### src/rtl/spi_reg_ctrl_if.sv
// Command/response bus between a register client and spi_reg_ctrl.
// The client side uses the master modport, the controller the slave modport.
interface spi_reg_ctrl_if;
  logic       cmd_valid;
  logic       cmd_ready;
  logic       cmd_rw;
  logic [6:0] cmd_addr;
  logic [7:0] cmd_wdata;
  logic       rsp_valid;
  logic [7:0] rsp_rdata;
  logic       rsp_err;
  logic       busy;

  modport master (
    output cmd_valid, cmd_rw, cmd_addr, cmd_wdata,
    input  cmd_ready, rsp_valid, rsp_rdata, rsp_err, busy
  );

  modport slave (
    input  cmd_valid, cmd_rw, cmd_addr, cmd_wdata,
    output cmd_ready, rsp_valid, rsp_rdata, rsp_err, busy
  );
endinterface

### src/rtl/spi_reg_ctrl.sv
// Register-access controller in front of a CS-framed SPI master.
// One command at a time: header byte {rw,addr}, then a data byte (write data
// or 8'h00 for reads), then wait for both received bytes and respond.
// A cycle budget from accept to response turns a stuck master into rsp_err.
module spi_reg_ctrl #(
  parameter int TIMEOUT_CLKS = 1024
) (
  input  logic             clk,
  input  logic             reset,
  spi_reg_ctrl_if.slave    bus,
  output logic [1:0]       m_mosi_count,
  output logic [7:0]       m_mosi_byte,
  output logic             m_mosi_tick,
  input  logic             m_mosi_ready,
  input  logic             m_miso_tick,
  input  logic [7:0]       m_miso_byte,
  input  logic [1:0]       m_miso_count
);

  localparam int              TW       = $clog2(TIMEOUT_CLKS + 1);
  localparam logic [TW-1:0]   TMO_MAX  = TW'(TIMEOUT_CLKS);
  localparam logic [TW-1:0]   TMO_LAST = TW'(TIMEOUT_CLKS - 1);

  typedef enum logic [2:0] {
    IDLE, HDR_WAIT, HDR_TICK, DAT_WAIT, DAT_TICK, RX_WAIT, RESP
  } state_t;

  typedef struct packed {
    logic       rw;
    logic [7:0] hdr;
    logic [7:0] dat;
  } cmd_t;

  state_t          state, state_nx;
  cmd_t            cmd_q;
  logic            guard;      // first cycle of the current state
  logic [1:0]      rx_cnt;
  logic [TW-1:0]   tmo_cnt;
  logic [7:0]      rd_buf;     // read byte captured from the master
  logic [7:0]      rdata_q;
  logic            err_q;
  logic [7:0]      mosi_byte_q;

  logic            accept, active, rx_win, tmo_hit;
  logic            cmd_ready_c, busy_c, rsp_valid_c, mosi_tick_c;

  assign accept  = (state == IDLE) && bus.cmd_valid;
  assign active  = (state != IDLE) && (state != RESP);
  assign rx_win  = (state == DAT_WAIT) || (state == DAT_TICK) || (state == RX_WAIT);
  // tmo_cnt+1 active cycles have elapsed by the end of this one
  assign tmo_hit = active && (tmo_cnt >= TMO_LAST);

  // state register
  always_ff @(posedge clk) begin
    if (!reset) state <= IDLE;
    else        state <= state_nx;
  end

  // next-state decode; timeout overrides every other transition
  always_comb begin
    state_nx = state;
    case (state)
      IDLE:     if (bus.cmd_valid) state_nx = HDR_WAIT;
      HDR_WAIT: if (!guard && m_mosi_ready) state_nx = HDR_TICK;
      HDR_TICK: state_nx = DAT_WAIT;
      DAT_WAIT: if (!guard && m_mosi_ready) state_nx = DAT_TICK;
      DAT_TICK: state_nx = RX_WAIT;
      RX_WAIT:  if (rx_cnt == 2'd2) state_nx = RESP;
      RESP:     state_nx = IDLE;
      default:  state_nx = IDLE;
    endcase
    if (tmo_hit) state_nx = RESP;
  end

  // outputs decoded from the state register only
  always_comb begin
    cmd_ready_c = 1'b0;
    busy_c      = 1'b1;
    rsp_valid_c = 1'b0;
    mosi_tick_c = 1'b0;
    case (state)
      IDLE:     begin cmd_ready_c = 1'b1; busy_c = 1'b0; end
      HDR_TICK: mosi_tick_c = 1'b1;
      DAT_TICK: mosi_tick_c = 1'b1;
      RESP:     rsp_valid_c = 1'b1;
      default:  ;
    endcase
  end

  // command latch, counters, byte capture and response registers
  always_ff @(posedge clk) begin
    if (!reset) begin
      cmd_q       <= '0;
      guard       <= 1'b0;
      rx_cnt      <= 2'd0;
      tmo_cnt     <= '0;
      rd_buf      <= 8'h00;
      rdata_q     <= 8'h00;
      err_q       <= 1'b0;
      mosi_byte_q <= 8'h00;
    end else begin
      guard <= (state_nx != state);
      if (accept) begin
        cmd_q.rw  <= bus.cmd_rw;
        cmd_q.hdr <= {bus.cmd_rw, bus.cmd_addr};
        cmd_q.dat <= bus.cmd_rw ? 8'h00 : bus.cmd_wdata;
        rx_cnt    <= 2'd0;
        tmo_cnt   <= '0;
        rd_buf    <= 8'h00;
      end else begin
        if (active && (tmo_cnt != TMO_MAX)) tmo_cnt <= tmo_cnt + TW'(1);
        if (rx_win && m_miso_tick) begin
          if (rx_cnt != 2'd2) rx_cnt <= rx_cnt + 2'd1;
          if ((m_miso_count == 2'd1) && cmd_q.rw) rd_buf <= m_miso_byte;
        end
      end
      // byte is loaded on entry to a tick state and held afterwards
      if (state_nx == HDR_TICK) mosi_byte_q <= cmd_q.hdr;
      if (state_nx == DAT_TICK) mosi_byte_q <= cmd_q.dat;
      // response fields change only when a response is issued
      if ((state_nx == RESP) && (state != RESP)) begin
        err_q   <= tmo_hit;
        rdata_q <= (!tmo_hit && cmd_q.rw) ? rd_buf : 8'h00;
      end
    end
  end

  assign bus.cmd_ready = cmd_ready_c;
  assign bus.busy      = busy_c;
  assign bus.rsp_valid = rsp_valid_c;
  assign bus.rsp_rdata = rdata_q;
  assign bus.rsp_err   = err_q;
  assign m_mosi_tick   = mosi_tick_c;
  assign m_mosi_byte   = mosi_byte_q;
  assign m_mosi_count  = 2'd2;

endmodule

### src/flat_wrapper.sv
// flat-port wrapper written by rule: the top's interface ports become plain ports
module spi_reg_ctrl_flat 
#(
  parameter int TIMEOUT_CLKS = 1024
)
  (clk, reset, m_mosi_count, m_mosi_byte, m_mosi_tick, m_mosi_ready, m_miso_tick, m_miso_byte, m_miso_count, bus_cmd_valid, bus_cmd_rw, bus_cmd_addr, bus_cmd_wdata, bus_cmd_ready, bus_rsp_valid, bus_rsp_rdata, bus_rsp_err, bus_busy);
  spi_reg_ctrl_if bus_i ();
  input  logic clk;
  input  logic reset;
  output logic [1:0] m_mosi_count;
  output logic [7:0] m_mosi_byte;
  output logic m_mosi_tick;
  input  logic m_mosi_ready;
  input  logic m_miso_tick;
  input  logic [7:0] m_miso_byte;
  input  logic [1:0] m_miso_count;
  input wire logic [$bits(bus_i.cmd_valid)-1:0] bus_cmd_valid;
  input wire logic [$bits(bus_i.cmd_rw)-1:0] bus_cmd_rw;
  input wire logic [$bits(bus_i.cmd_addr)-1:0] bus_cmd_addr;
  input wire logic [$bits(bus_i.cmd_wdata)-1:0] bus_cmd_wdata;
  output wire logic [$bits(bus_i.cmd_ready)-1:0] bus_cmd_ready;
  output wire logic [$bits(bus_i.rsp_valid)-1:0] bus_rsp_valid;
  output wire logic [$bits(bus_i.rsp_rdata)-1:0] bus_rsp_rdata;
  output wire logic [$bits(bus_i.rsp_err)-1:0] bus_rsp_err;
  output wire logic [$bits(bus_i.busy)-1:0] bus_busy;
  assign bus_i.cmd_valid = bus_cmd_valid;
  assign bus_i.cmd_rw = bus_cmd_rw;
  assign bus_i.cmd_addr = bus_cmd_addr;
  assign bus_i.cmd_wdata = bus_cmd_wdata;
  assign bus_cmd_ready = bus_i.cmd_ready;
  assign bus_rsp_valid = bus_i.rsp_valid;
  assign bus_rsp_rdata = bus_i.rsp_rdata;
  assign bus_rsp_err = bus_i.rsp_err;
  assign bus_busy = bus_i.busy;
  spi_reg_ctrl #(.TIMEOUT_CLKS(TIMEOUT_CLKS)) u_core (.clk(clk), .reset(reset), .bus(bus_i), .m_mosi_count(m_mosi_count), .m_mosi_byte(m_mosi_byte), .m_mosi_tick(m_mosi_tick), .m_mosi_ready(m_mosi_ready), .m_miso_tick(m_miso_tick), .m_miso_byte(m_miso_byte), .m_miso_count(m_miso_count));
endmodule
### config.mk
export PLATFORM = sky130hd
export DESIGN_NAME = spi_reg_ctrl_flat
export DESIGN_NICKNAME = d
export VERILOG_FILES = /design/src/rtl/spi_reg_ctrl_if.sv /design/src/rtl/spi_reg_ctrl.sv /design/src/flat_wrapper.sv
export SDC_FILE = /design/constraint.sdc
export NUM_CORES = 1
export LEC_CHECK = 0
export ABC_AREA = 0
export CORE_ASPECT_RATIO = 1.75
export CORE_MARGIN = 1
export CORE_UTILIZATION = 50
export CTS_BUF_LIST = sky130_fd_sc_hd__clkbuf_8 sky130_fd_sc_hd__clkbuf_16
export DETAILED_ROUTE_END_ITERATION = 10
export PLACE_DENSITY_LB_ADDON = 0.05
export SYNTH_ARGS = -nofsm -noshare
export SYNTH_HDL_FRONTEND = slang
export SYNTH_SLANG_ARGS = --single-unit
### constraint.sdc
create_clock -name clk -period 2.6 [get_ports clk]
set_clock_uncertainty 0.15 [all_clocks]
set_input_delay 0.52 -clock clk [delete_from_list [all_inputs] [get_ports clk]]
set_output_delay 0.52 -clock clk [all_outputs]
set_load 0.02 [all_outputs]
Word-level counts from Yosys, hierarchy flattened
Cells that the tools add are included.
- bits of input ports: 31
- register bits after elaboration: 59
- word-level logic and storage cells: 64
- output and inout bits: 23
- reductions and logical operators: 20
- add/sub/neg operators: 2
- order comparisons: 1
- eq/ne operators: 15
- bitwise logic cells: 1
- mux-type cells: 14
- operators by type and width (cell ; number):
    $mux 8 ; 4
    $pmux 3 s6 ; 1
    $eq 3x3->1 const B ; 5
    $mux 3 ; 5
    $add 11x1->11 const B ; 1
    $ge 11x10->1 const B ; 1
    $ne 11x11->1 const B ; 1
    $eq 3x2->1 const B ; 3
    $logic_and 1x1->1 ; 9
    $mux 1 ; 4
    $reduce_and 2->1 ; 2
    $reduce_or 2->1 ; 2
    $eq 3x1->1 const B ; 1
    $logic_not 3->1 ; 1
    $ne 3x3->1 ; 1
    $ne 3x3->1 const B ; 1
    $reduce_bool 3->1 ; 1
    $add 2x1->2 const B ; 1
    $eq 2x1->1 const B ; 1
    $eq 2x2->1 const B ; 1
    $logic_not 1->1 ; 2
    $logic_or 1x1->1 ; 2
    $ne 2x2->1 const B ; 1
    $reduce_bool 2->1 ; 1
    $not 1->1 ; 1

Longest topological paths before layout
Gate-level depths: netlist of run 1.
- depth after elaboration: 8
- mapped depth: 7
- depth with buffers taken out: 7

Least setup slack after synthesis of run 1
Ideal clock, no wire load.
- kind: reg2reg
- start point: register u_core.state[2]
- end point: register u_core.rd_buf[0]
- required time: 2333 ps
- period minus slack after synthesis: 2053 ps
- path slack: 547 ps
- arrival: 1785 ps
- cell stages (with the launch flop): 8
- path buffers: 2
- setup time: 117 ps
- path through: dfxtp_1 buf_2 or3_1 inv_1 nand2_1 nand2_1 buf_2 nor2_1
- cells in the longest elaborated chain, start to end: 5
- elaborated cells between the ends (all ways): 10
- classes of those cells: eq/ne (3); reduce/logical (7)
- ends and longest elaborated chain (element ; line ; text):
    start: declaration ; spi_reg_ctrl.sv:34 ; state_t state, state_nx;
    start signal: assignment ; spi_reg_ctrl.sv:56 ; else state <= state_nx;
    $eq 3x2->1 / $eq 3x3->1 (equally long branches) ; spi_reg_ctrl.sv:49 ; assign rx_win = (state == DAT_WAIT) || (state == DAT_TICK) || (state == RX_WAIT);
    $logic_or 1x1->1 (2 in a row) ; spi_reg_ctrl.sv:49 ;
    $logic_and 1x1->1 ; spi_reg_ctrl.sv:112 ; if (rx_win && m_miso_tick) begin
    $reduce_and 2->1 (no line) ; - ;
    end signal: assignment ; spi_reg_ctrl.sv:114 ; if ((m_miso_count == 2'd1) && cmd_q.rw) rd_buf <= m_miso_byte;
    end: declaration ; spi_reg_ctrl.sv:39 ; logic [7:0] rd_buf;
Parallel ways exist; a longest one is shown, timed or not.
A chain may end at the register's enable or synchronous reset.

Final worst setup path of run 1
- start point: register u_core.state[2]
- end point: output port bus_cmd_ready
- cells in the longest elaborated chain, start to end: 2
- ends and longest elaborated chain (element ; line ; text):
    $logic_not 3->1 ; spi_reg_ctrl.sv:81 ; case (state)
    $mux 1 ; spi_reg_ctrl.sv:81 ;
    end: declaration ; flat_wrapper.sv:21 ; output wire logic [$bits(bus_i.cmd_ready)-1:0] bus_cmd_ready;
No other way between the ends.

==> flow_summary.ini, run 1 <==
[sta]
finalWorstSetupSlack_ns = 0.0729
finalMaxSlewViolations = 0
maxSlewHeadroom_pct = 39.5
holdWs_ns = 0.308
fin_crit_ns = 2.53
worstMarginPinSlew_ns = 0.900
setup_viol = 0
hold_viol = 0
finalSetupTns_ns = 0
finalCritPeriodShare_pct = 97.2
fmax_ghz = 0.396
rsz0062_at_grt = no

[critical_path]
path_max_fanout = 12
required_ns = 1.93
critPathSlowestCell = clkdlybuf4s50_1
path_buf_inv = 2
end_kind = primary output
r2r_slack_ns = 0.32
crit_family = buffers and inverters
slowest_delay_ns = 0.60
path_class = flop to primary output
cp_cell_sequence = or3_1 -> inv_1 -> clkdlybuf4s50_1
worstPathArrival_ns = 1.86
startpoint_type = flop

[yosys]
synthTopCellsByCount = dfxtp_1, nand2_1, nor2_1
ys_seq_elements = 58
synth.largest_area_cell = dfxtp_1
synth_most_common_cell = dfxtp_1
synth_edf_count = 0
synth_area_mm2 = 0.00250
seq_area_frac_synth_pct = 46.4
synth_fp_nets = 302
ys.flop_type = dfxtp_1
synthTopCellsByArea = dfxtp_1, mux2i_1, a22o_1
ys_async_sr_fraction_pct = 0
syn_avg_cell_area_um2 = 9.35
yosysTopAreaCellShare_pct = 46.4
yosys.cell_types.count = 47
synth_cells = 268
ys_warn_count = 0

[place]
io_buffers = 51
placed_cell_area_mm2 = 0.00306
place.gp.congestion = 0.747
pre_cts_slack_ns = 0.178
hpwl_um = 3980
placedCellCount = 366

[floorplan]
initial_utilization_pct = 52.8
die_height_um = 95.6
die_area_mm2 = 0.00531
chipWidth_um = 55.5
fp.coreArea_mm2 = 0.00475
num_rows = 33
pin_count = 54

[route]
ant_nets = 0
detail_route.vias_per_cell = 5.45
vias = 2082
post_drt_wl_per_cell_um = 14.0
dr.pass1.iters = 7
initialDrtViolationCount = 64
drc_errors = 0
routed_wl_um = 5340

[clock_network]
cts-buffers-inserted = 9
cts_buffer_depth = 2
clock-sinks = 58
cts_hold_buf = 0
cts_tree = done
clock_latency_ns = 0.34
h-tree-depth = 3
clockRootBuffer = clkbuf_8
cts.clk_slew.worst_paths_ns = 0.06
cts_setup_buffers = 0

[power_and_ir_drop]
p_leak_nw = 1.30
peakVddDrop_mv = 0.561
power.density_mw_per_mm2 = 632

[final_layout]
finalInstanceArea_mm2 = 0.00325
drive_gt1_share_pct = 10.9
layout.nets = 359
syn2layout_area_growth_pct = 29.7
stdcell_count = 382
n_antenna_cell = 0
fillers = 408

[hold_path]
hold_class = flop to flop

[global_routing]
grt_pass1_vias = 1959
grt_pass1_wl_um = 9090
overflow = 0
antenna_found_initial = 0
grt_max_degree = 22
track_usage_pct = 22.6

[run]
cap_violations = 0

[run_status]
outcome = finished, final reports clean
==> layout make-up <==
| class | instances | area, um2 | share of cell area (%) |
|---|---|---|---|
| multi-input cells | 187 | 1240 | 38.1 |
| flip-flops and latches | 58 | 1160 | 35.8 |
| repair buffers | 60 | 578 | 17.8 |
| clock buffers | 10 | 138 | 4.24 |
| well taps | 52 | 65.1 | 2.00 |
| clock inverters | 6 | 33.8 | 1.04 |
| inverters | 9 | 33.8 | 1.04 |
==> cell families (layout without fill, tap and decap cells) <==
family / after synthesis / after routing / synth area share [%]
AOI/OAI and AO/OA: 57 / 57 / 16.5
DFF: 58 / 58 / 46.4
xor gates and xnor gates: 9 / 9 / 3.45
muxes: 17 / 17 / 6.79
other: 2 / 2 / 0.300
buffers and inverters: 23 / 85 / 4.70
adders and majority gates: 3 / 3 / 1.50
and+or+nand+nor: 99 / 99 / 20.4
==> routing by layer <==
layer / wire, um / GRT usage [%]
met5: 0 / 0
met4: 84 / 12.7
met3: 176 / 5.43
met2: 2900 / 40.7
met1: 2180 / 24.0
==> worst paths after layout <==
kind | startpoint | end | cells past startpoint
worst max-delay path | u_core.state[2] | bus_cmd_ready | 3
worst min-delay path | u_core.cmd_q[10] | u_core.cmd_q[10] | 2
worst max register to register | u_core.tmo_cnt[0] | u_core.bus.rsp_rdata[3] | 5
worst min register to register | u_core.cmd_q[10] | u_core.cmd_q[10] | 2
==> placed cells by master (no fill, tap or decap), types with 2 or more instances in the layout <==
cell	count
a211oi_1	9
a21oi_1	18
a22o_1	16
buf_4	9
clkbuf_8	10
clkdlybuf4s50_1	51
clkinv_2	3
clkinvlp_4	2
conb_1	2
dfxtp_1	56
dfxtp_2	2
ha_1	3
inv_1	10
mux2i_1	17
nand2_1	32
nand2b_1	2
nand3_1	3
nand4_1	4
nor2_1	32
nor2b_1	3
nor3b_1	2
nor4_1	2
o21ai_0	7
or3_1	5
xnor2_1	4
xor2_1	4
==> state kept, by name, indices dropped and copies added (netlist names) <==
register	cells
u_core.cmd_q	16
u_core.tmo_cnt	11
u_core.bus.rsp_rdata	8
u_core.m_mosi_byte	8
u_core.rd_buf	8
u_core.state	3
u_core.rx_cnt	2
u_core.bus.rsp_err	1
u_core.guard	1
==> stage by stage <==
stage                     power, W  util [%]
final                      0.00205      68.4
after global routing       0.00216      68.4
after CTS                  0.00207      68.2
after detailed placement   0.00136      64.5
after global placement     0.00136      64.5
after floorplan            0.00121         -
==> worst register-to-register path, delay by kind of cell, from the launching register on <==
kind | cells | cell delay, ns
flops | 1 | 0.35
simple gates | 1 | 0.77
fa+ha+maj | 1 | 0.24
compound gates | 3 | 0.72
==> report_power, final <==
part	internal [W]	switching, W	total [W]	leakage, nW
Combinational	0.000179	0.000197	0.000377	0.739
Clock	0.000362	0.000344	0.000706	0.0892
Sequential	0.000936	0.0000340	0.000970	0.471
Total	0.00148	0.000575	0.00205	1.30
==> repair_timing <==
item                       in CTS  in global routing
gates resized for setup         1                  2
setup endpoints to repair       1                  1
pin swaps                       0                  0
Note: power is estimated with default switching activity, not from simulation.
==> inputs of run 2 (changes only) <==
Settings changed: CORE_ASPECT_RATIO 1.75 to 1.25, MAX_ROUTING_LAYER set to met4.
==> run 2 against run 1 <==
Compared with the run above:
- first-iteration DRC count up 25%
- critical path depth unchanged
- setup slack better by 0.034 ns
- highest routed layer unchanged
- critical endpoint unchanged
==> flow_summary.ini, run 2 (synthesis results as in run 1) <==
[floorplan]
fp.coreArea_mm2 = 0.00476
die_height_um = 81.1
die_area_mm2 = 0.00530
num_rows = 28
initial_utilization_pct = 52.6
pin_count = 54
chipWidth_um = 65.3

[place]
io_buffers = 51
place.gp.congestion = 0.849
placedCellCount = 376
hpwl_um = 3900

[sta]
finalSetupTns_ns = 0
maxSlewHeadroom_pct = 37.8
hold_viol = 0
setup_viol = 0
finalMaxSlewViolations = 0
fmax_ghz = 0.401
rsz0062_at_grt = no
worstMarginPinSlew_ns = 0.926
fin_crit_ns = 2.49
finalCritPeriodShare_pct = 95.9

[route]
detail_route.vias_per_cell = 5.24
ant_nets = 0
routed_wl_um = 5260
post_drt_wl_per_cell_um = 13.4
dr.pass1.iters = 4
vias = 2056
initialDrtViolationCount = 80
drc_errors = 0

[critical_path]
required_ns = 1.93
startpoint_type = flop
end_kind = primary output
r2r_slack_ns = 0.34
worstPathArrival_ns = 1.82
r2r-start = u_core.tmo_cnt[0]
path_class = flop to primary output
critPathLaunch = u_core.state[2]
r2r-end = u_core.bus.rsp_rdata[1]
crit_path_end = bus_cmd_ready
r2r_cells = 5
path_max_fanout = 12

[power_and_ir_drop]
power.density_mw_per_mm2 = 637
peakVddDrop_mv = 0.472
p_leak_nw = 1.31

[clock_network]
cts_setup_buffers = 0
clock_latency_ns = 0.34
post_cts_resized = 1
cts_tree = done
clock-sinks = 58
h-tree-depth = 3
clockRootBuffer = clkbuf_8
cts-buffers-inserted = 9
cts_hold_buf = 0
cts_buffer_depth = 2
cts.clk_slew.worst_paths_ns = 0.07

[final_layout]
regMostFlops = u_core.cmd_q
drive_gt1_share_pct = 11.7
mostFrequentLayoutCells = dfxtp_1, clkdlybuf4s50_1, nand2_1, nor2_1, a21oi_1
n_antenna_cell = 0
syn2layout_area_growth_pct = 30.6
largest_register_ffs = 16
layout_commonest_cell = dfxtp_1
fillers = 397
top_regs = u_core.cmd_q (16), u_core.tmo_cnt (11)
stdcell_count = 392
layout.nets = 361

[global_routing]
overflow = 0
grt_pass1_vias = 1932
antenna_found_initial = 0
grt_pass1_wl_um = 8540
grt_max_degree = 22
track_usage_pct = 22.2

[run_status]
outcome = finished, final reports clean

[run]
cap_violations = 0

[hold_path]
hold_class = flop to flop
-- run 2: cell types whose count changed in the layout (fill, tap and decap cells not counted), sizes merged --
cell,change
buf,+2
inv,-1
clkinv,+1
-- run 2: how the worst min path moves through the flow --
| stage | depth (start not counted) | from | to |
|---|---|---|---|
| 6_report | 2 | u_core.cmd_q[10] | u_core.cmd_q[10] |
| 4_1_cts | 2 | u_core.cmd_q[13] | u_core.cmd_q[13] |
| 3_5_place_dp | 2 | u_core.cmd_q[12] | u_core.cmd_q[12] |
| 2_1_floorplan | 2 | u_core.cmd_q[10] | u_core.cmd_q[10] |
| 5_1_grt | 2 | u_core.cmd_q[8] | u_core.cmd_q[8] |
| 3_3_place_gp | 2 | u_core.cmd_q[12] | u_core.cmd_q[12] |
-- run 2: final cells by class --
class	count	area, um2	share of cell area (%)
timing repair buffer	62	593	18.1
clock buffer	10	138	4.21
tap	60	75.1	2.29
inverter	9	33.8	1.03
clock inverter	6	42.5	1.30
multi-input combinational	187	1230	37.5
sequential	58	1160	35.6
-- run 2: worst max-delay path, stage by stage, from the launching register on --
cell and delay, ns:
dfxtp_2 0.39, or3_1 0.41, inv_1 0.09, clkdlybuf4s50_1 0.60
-- run 2: power by group --
part	internal [W]	switching [W]
sequential	0.000936	0.0000305
combinational	0.000181	0.000195
clock	0.000370	0.000373
-- run 2: routing by layer --
metal  GRT usage (%)  part of all wire (%)  vias to the layer above
met5               -                     0                        -
met4            10.7                   1.9                        0
met3            5.90                   4.3                       12
met2            35.8                    49                       50
met1            25.5                    45                      939
li1                -                     -                     1055
-- run 2: stage by stage --
| step | util (%) | hold slack, ns | setup WS (ns) | instance area [um2] | power [W] |
|---|---|---|---|---|---|
| 2_1_floorplan | - | 0.286 | 0.547 | 2500 | 0.00121 |
| 3_3_place_gp | 64.8 | 0.295 | 0.253 | 3090 | 0.00136 |
| 3_5_place_dp | 64.8 | 0.299 | 0.203 | 3090 | 0.00137 |
| 4_1_cts | 68.6 | 0.310 | 0.0591 | 3270 | 0.00210 |
| 5_1_grt | 68.7 | 0.324 | 0.0194 | 3270 | 0.00218 |
| 6_report | 68.7 | 0.307 | 0.107 | 3270 | 0.00209 |
